$ cat src/rtl/regfile_read_arbiter_if.sv
// Request/response bundle between requesters, the register-file read mux and the arbiter.
// The arbiter sits on the slave side; requesters and the read mux drive the master side.
interface regfile_read_arbiter_if #(
    parameter int N_REQ = 4,
    parameter int size  = 64,
    parameter int ID_W  = 2
);
    logic [N_REQ-1:0]   req_valid;
    logic [N_REQ*5-1:0] req_addr;
    logic [N_REQ-1:0]   req_ready;
    logic [4:0]         rf_ra;
    logic [size-1:0]    rf_rd;
    logic               rsp_valid;
    logic [ID_W-1:0]    rsp_id;
    logic [size-1:0]    rsp_data;

    modport master (
        output req_valid, req_addr, rf_rd,
        input  req_ready, rf_ra, rsp_valid, rsp_id, rsp_data
    );

    modport slave (
        input  req_valid, req_addr, rf_rd,
        output req_ready, rf_ra, rsp_valid, rsp_id, rsp_data
    );
endinterface

$ cat src/rtl/regfile_read_arbiter.sv
// Round-robin arbiter sharing one register-file read port among N_REQ requesters.
// Grants at most one request per cycle and returns tagged read data one cycle later.
module regfile_read_arbiter #(
    parameter int N_REQ = 4,
    parameter int size  = 64,
    parameter int ID_W  = $clog2(N_REQ)
) (
    input  logic                clk,
    input  logic                reset,
    regfile_read_arbiter_if.slave bus,
    output logic [7:0]          busy_cnt
);

    logic [ID_W-1:0] ptr;
    logic [ID_W-1:0] ptr_next;
    logic [ID_W-1:0] win;
    logic            grant;
    logic            contended;
    logic [size-1:0] rd_value;

    // Search starts at ptr and wraps; reset suppresses any grant so nothing is consumed.
    always_comb begin
        grant = 1'b0;
        win   = '0;
        if (!reset) begin
            for (int k = 0; k < N_REQ; k++) begin
                if (!grant && bus.req_valid[(int'(ptr) + k) % N_REQ]) begin
                    grant = 1'b1;
                    win   = ID_W'((int'(ptr) + k) % N_REQ);
                end
            end
        end
    end

    always_comb begin
        bus.req_ready = '0;
        bus.rf_ra     = '0;
        if (grant) begin
            bus.req_ready[win] = 1'b1;
            bus.rf_ra          = bus.req_addr[win*5 +: 5];
        end
    end

    always_comb begin
        ptr_next  = (win == ID_W'(N_REQ - 1)) ? '0 : win + 1'b1;
        contended = ($countones(bus.req_valid) > 1);
        rd_value  = (bus.rf_ra == 5'd31) ? '0 : bus.rf_rd;
    end

    always_ff @(posedge clk) begin
        if (reset) begin
            ptr           <= '0;
            bus.rsp_valid <= 1'b0;
            bus.rsp_id    <= '0;
            bus.rsp_data  <= '0;
            busy_cnt      <= '0;
        end else begin
            bus.rsp_valid <= grant;
            if (grant) begin
                ptr          <= ptr_next;
                bus.rsp_id   <= win;
                bus.rsp_data <= rd_value;
            end
            // Saturating count of cycles where some requester had to wait.
            if (contended && busy_cnt != 8'hFF) begin
                busy_cnt <= busy_cnt + 8'd1;
            end
        end
    end

endmodule

$ cat src/flat_wrapper.sv
// flat-port wrapper written by rule: the top's interface ports become plain ports
module regfile_read_arbiter_flat 
#(
    parameter int N_REQ = 4,
    parameter int size  = 64,
    parameter int ID_W  = $clog2(N_REQ)
)
  (clk, reset, busy_cnt, bus_req_valid, bus_req_addr, bus_rf_rd, bus_req_ready, bus_rf_ra, bus_rsp_valid, bus_rsp_id, bus_rsp_data);
  regfile_read_arbiter_if #(.N_REQ(N_REQ), .size(size), .ID_W(ID_W)) bus_i ();
  input  logic clk;
  input  logic reset;
  output logic [7:0] busy_cnt;
  input wire logic [$bits(bus_i.req_valid)-1:0] bus_req_valid;
  input wire logic [$bits(bus_i.req_addr)-1:0] bus_req_addr;
  input wire logic [$bits(bus_i.rf_rd)-1:0] bus_rf_rd;
  output wire logic [$bits(bus_i.req_ready)-1:0] bus_req_ready;
  output wire logic [$bits(bus_i.rf_ra)-1:0] bus_rf_ra;
  output wire logic [$bits(bus_i.rsp_valid)-1:0] bus_rsp_valid;
  output wire logic [$bits(bus_i.rsp_id)-1:0] bus_rsp_id;
  output wire logic [$bits(bus_i.rsp_data)-1:0] bus_rsp_data;
  assign bus_i.req_valid = bus_req_valid;
  assign bus_i.req_addr = bus_req_addr;
  assign bus_i.rf_rd = bus_rf_rd;
  assign bus_req_ready = bus_i.req_ready;
  assign bus_rf_ra = bus_i.rf_ra;
  assign bus_rsp_valid = bus_i.rsp_valid;
  assign bus_rsp_id = bus_i.rsp_id;
  assign bus_rsp_data = bus_i.rsp_data;
  regfile_read_arbiter #(.N_REQ(N_REQ), .size(size), .ID_W(ID_W)) u_core (.clk(clk), .reset(reset), .bus(bus_i), .busy_cnt(busy_cnt));
endmodule
$ cat config.mk
export PLATFORM = sky130hd
export DESIGN_NAME = regfile_read_arbiter_flat
export DESIGN_NICKNAME = d
export VERILOG_FILES = /design/src/rtl/regfile_read_arbiter_if.sv /design/src/rtl/regfile_read_arbiter.sv /design/src/flat_wrapper.sv
export SDC_FILE = /design/constraint.sdc
export NUM_CORES = 1
export LEC_CHECK = 0
export CAP_MARGIN = 5
export CORE_MARGIN = 1.5
export CORE_UTILIZATION = 50
export CTS_CLUSTER_DIAMETER = 60
export DETAILED_ROUTE_END_ITERATION = 7
export DONT_BUFFER_PORTS = 1
export PLACE_DENSITY = 0.72
export REMOVE_ABC_BUFFERS = 1
export SYNTH_ARGS = -nofsm -noshare
export SYNTH_HDL_FRONTEND = slang
export SYNTH_SLANG_ARGS = --single-unit
$ cat constraint.sdc
create_clock -name clk -period 3 [get_ports clk]
set_input_delay 0.45 -clock clk [delete_from_list [all_inputs] [get_ports clk]]
set_output_delay 0.45 -clock clk [all_outputs]
set_load 0.01 [all_outputs]
==> reports/results.txt <==
The root buffer cell chosen for the clock tree is sky130_fd_sc_hd__clkbuf_8. The logs give 0 for the count of yosys warnings during synthesis and 0 for the antenna diode instance count. The logs give 0 for the number of maximum-capacitance violations and 0 for the count of cells resized by post-cts repair.

Via density per instance: 5.360. Of all nets on the critical path, the largest fanout is 6. Area of the core: 8299 sq um. The number of antenna violations at the first check in global routing came out at 0. The die covers 9203 sq um.

Async set or reset register ratio after synthesis: 0. The tools report the element type at the critical path start as a flip-flop. The wire length of the first global-routing pass came out at 12.41 mm.

The setup violation total in the final timing report is 0. The run gives 77 as the clock sink total. After clock tree synthesis, the clock-pin slew on the worst setup and hold paths is 0.08 ns. Once detail routing completed, the nets flagged for antenna violations numbered 0. Measured along the y axis, the die boundary spans 95.93 um.

In this run the register-to-register setup slack is 0.70 ns. Post-detailed-route wirelength per cell: 16.14 um. The horizontal die dimension is 95.93 um. For hold timing, the worst endpoint is u_core.busy_cnt[4].

The run finished with clean final reports. After layout, the design draws a total of 0.002282 W. In this run the post-CTS setup repair buffer count came out at 0. The post-layout utilization of the core is 0.5509, and the total of hold buffers inserted after clock tree synthesis is 0.

After floorplanning, the core was divided into 33 placement rows. Data on the critical path is required at its endpoint by 2.55 ns. The largest area contributor in the synthesized netlist was sky130_fd_sc_hd__dfxtp_1.

The final critical-path share of the clock period came out at 0.8867. Ranked by total cell area, the synthesized netlist is headed by sky130_fd_sc_hd__dfxtp_1, sky130_fd_sc_hd__o31ai_4, sky130_fd_sc_hd__nand2_1. The run gives 8.118 mm as the aggregate routed wire length. The count of final hold-check violations is 0.

Entering global routing, the biggest net connects 36 pins. The run gives 375.9 MHz as the maximum operating frequency. Quantity of I/O buffers inserted on ports: 0.

The run gives 40 as the number of unique standard cell types used by synthesis. The number of fillers in the final layout was 735; the flip-flop and latch count after synthesis was 77. The length of the first detailed-routing pass in iterations is 4, and the transition time at the pin with the least slew margin is 0.4581 ns. Counting tap cells, the placed design contains a total of 487 instances. The tools report the number of top-level design ports as 174.

The total track usage was 0.1774. Dividing the synthesized area by the synthesized cell count gives 10.93 sq um. Largest clock skew in the final design: 0.008134 ns. At the later pin of the worst-skew pair, clock insertion delay measures 0.33 ns. The post-route DRC violation count was 0; the areal power density over the cells was 499.2 nW/um^2. The number of global-route vias before repair is 2667. The wire-length estimate of the detail-placed layout is 6.108 mm. No sink is reached through more buffers than the 2 on the longest clock path. IR analysis of the VDD net gives a maximum drop of 0.2925 mV. TritonCTS built the clock tree. The run gives 1.820 nW as the leakage power. Across all layers, the routed design uses 2696 vias. The logs give 503 for the final cell count without fillers and 4318 sq um for the cell area after technology mapping. Synthesis produced a netlist whose cell count is 395. The deepest level of the CTS H-tree was 3. For this block, the initial DRC count from the detailed router was 60.

For the initial standard-cell utilization of the core, the log shows 0.5203. The predominant post-synthesis flop cell is sky130_fd_sc_hd__dfxtp_1. The worst setup path is captured at an output pin. The worst path needs 2.660 ns of the cycle, external delays included. Worst slew margin relative to its limit: 0.6946. For the worst setup path, the data arrival time is 2.21 ns.

The logs give 0 for the number of pins exceeding their max-slew limit in the final report and 491 for the net total in the final layout. For the sequential area share after synthesis, the log shows 0.3570. Measured in cells, the most critical reg-to-reg path has a length of 8.

CTS buffer count: 9. The critical setup path kind was reg -> out. The count of flip-flops with a built-in enable after synthesis works out to 0. The depth of the worst hold-timing path was 1; the proportion of layout cells with a drive suffix above 1 was 0.2437.

Global routing finished with a remaining overflow of 0. Share of Yosys cell area claimed by the top area cell type: 0.3570. The startpoint identified for the worst register-to-register timing path is u_core.ptr[0]. Setup repair after global routing left no endpoint under its margin. The congestion estimate from routability-driven global placement came to 0.7576. The tightest min-delay check is of the in -> reg type. The tools report the endpoint of the lowest-slack register-to-register path as u_core.bus.rsp_data[11]. The tools report the worst hold path startpoint as reset.

Relative to the synthesized area, the layout overhead comes to 5.882%.
==> registers in the layout (all words and copies together), names as in the netlist <==
register	flops
u_core.bus.rsp_data	64
u_core.busy_cnt	8
u_core.bus.rsp_id	2
u_core.ptr	2
u_core.bus.rsp_valid	1
==> worst max-delay path by stage <==
stage,from,to,slack [ns]
3_3_place_gp,bus_req_valid[2],bus_rf_ra[0],0.53
2_1_floorplan,bus_req_valid[2],u_core.bus.rsp_data[10],-2.94
4_1_cts,u_core.ptr[1],bus_rf_ra[2],0.31
5_1_grt,u_core.ptr[0],bus_rf_ra[2],0.1
6_report,u_core.ptr[0],bus_rf_ra[2],0.34
3_5_place_dp,bus_req_valid[2],bus_rf_ra[2],0.49
==> cells in the final DEF, fill, tap and decap left out, types with 3 or more instances in the layout <==
cell type and count:
sky130_fd_sc_hd__a21oi_1 6, sky130_fd_sc_hd__nand4_1 3, sky130_fd_sc_hd__o31ai_1 4, sky130_fd_sc_hd__nand3_1 3, sky130_fd_sc_hd__nand2_1 79, sky130_fd_sc_hd__mux2i_1 6
sky130_fd_sc_hd__buf_4 6, sky130_fd_sc_hd__o31ai_4 60, sky130_fd_sc_hd__dfxtp_1 77, sky130_fd_sc_hd__nor2b_1 3, sky130_fd_sc_hd__o21ai_0 3, sky130_fd_sc_hd__xor2_1 4
sky130_fd_sc_hd__nor2_1 13, sky130_fd_sc_hd__buf_12 5, sky130_fd_sc_hd__mux2_2 3, sky130_fd_sc_hd__a2111oi_0 3, sky130_fd_sc_hd__nor3b_1 3, sky130_fd_sc_hd__inv_1 66
sky130_fd_sc_hd__clkbuf_8 9, sky130_fd_sc_hd__ha_1 7, sky130_fd_sc_hd__and2_1 7, sky130_fd_sc_hd__clkbuf_1 3
==> layout make-up <==
class	instances	area [sq um]	share of cell area
multi-input cells	228	2322	0.5079
flip-flops and latches	77	1541	0.3372
inverters	66	247.7	0.05419
repair buffers	11	145.1	0.03175
clock buffers	12	135.1	0.02956
well taps	105	131.4	0.02874
clock inverters	4	48.80	0.01067
==> where the power goes <==
group / leakage [nW] / switching (W) / internal [W] / total [W]
Clock: 0.0943 / 0.000361 / 0.000385 / 0.000746
Combinational: 1.09 / 0.000175 / 0.000175 / 0.000350
Sequential: 0.639 / 0.0000910 / 0.00109 / 0.00119
==> worst max-delay path, cell delays in order (launching register included) <==
cell and delay [ns]:
sky130_fd_sc_hd__dfxtp_1 0.35, sky130_fd_sc_hd__nor2b_1 0.09, sky130_fd_sc_hd__nor3b_4 0.29, sky130_fd_sc_hd__o22ai_1 0.22
sky130_fd_sc_hd__nor3b_1 0.24, sky130_fd_sc_hd__a21oi_1 0.06, sky130_fd_sc_hd__a2111oi_0 0.43, sky130_fd_sc_hd__buf_4 0.20
==> stage by stage <==
step	hold slack (ns)	setup WS, ns	area, sq um	setup TNS, ns
global placement	0.4879	0.5279	4388	0
detailed placement	0.4893	0.4926	4388	0
finish	0.1741	0.3399	4572	0
floorplan	0.4666	-2.936	4099	-176.73
global route	0.1450	0.09763	4572	0
CTS	0.1487	0.3066	4572	0
==> per-layer routing <==
layer,global-route usage,up-vias,routed length (um)
met4,0.07230,0,148
met3,0.09005,12,1054
li1,-,1324,-
met1,0.1887,1230,2937
met5,0,-,0
met2,0.2964,130,3978
==> cells by family after synthesis <==
| kind of cell | count (synthesis) | share of synthesized area |
|---|---|---|
| AND/OR/NAND/NOR | 122 | 0.1330 |
| buffers and inverters | 90 | 0.1081 |
| AO/OA/AOI/OAI | 82 | 0.3329 |
| flip-flops | 77 | 0.3570 |
| multiplexers | 11 | 0.03390 |
| adder cells (fa/ha/maj) | 8 | 0.02492 |
| XOR/XNOR | 5 | 0.01014 |
==> synth_stat cells, drive strengths merged, types with 2 or more instances <==
| master | instances |
|---|---|
| nand2 | 79 |
| dfxtp | 77 |
| inv | 66 |
| o31ai | 64 |
| buf | 14 |
| nor2 | 14 |
| clkbuf | 10 |
| and2 | 7 |
| ha | 7 |
| a21oi | 6 |
| mux2i | 6 |
| nor3b | 4 |
| o21ai | 4 |
| xor2 | 4 |
| a2111oi | 3 |
| mux2 | 3 |
| nand3 | 3 |
| nand4 | 3 |
| nor2b | 3 |
| mux4 | 2 |
| nor3 | 2 |
| or3 | 2 |
No activity file was read; power rests on OpenSTA's default activity.
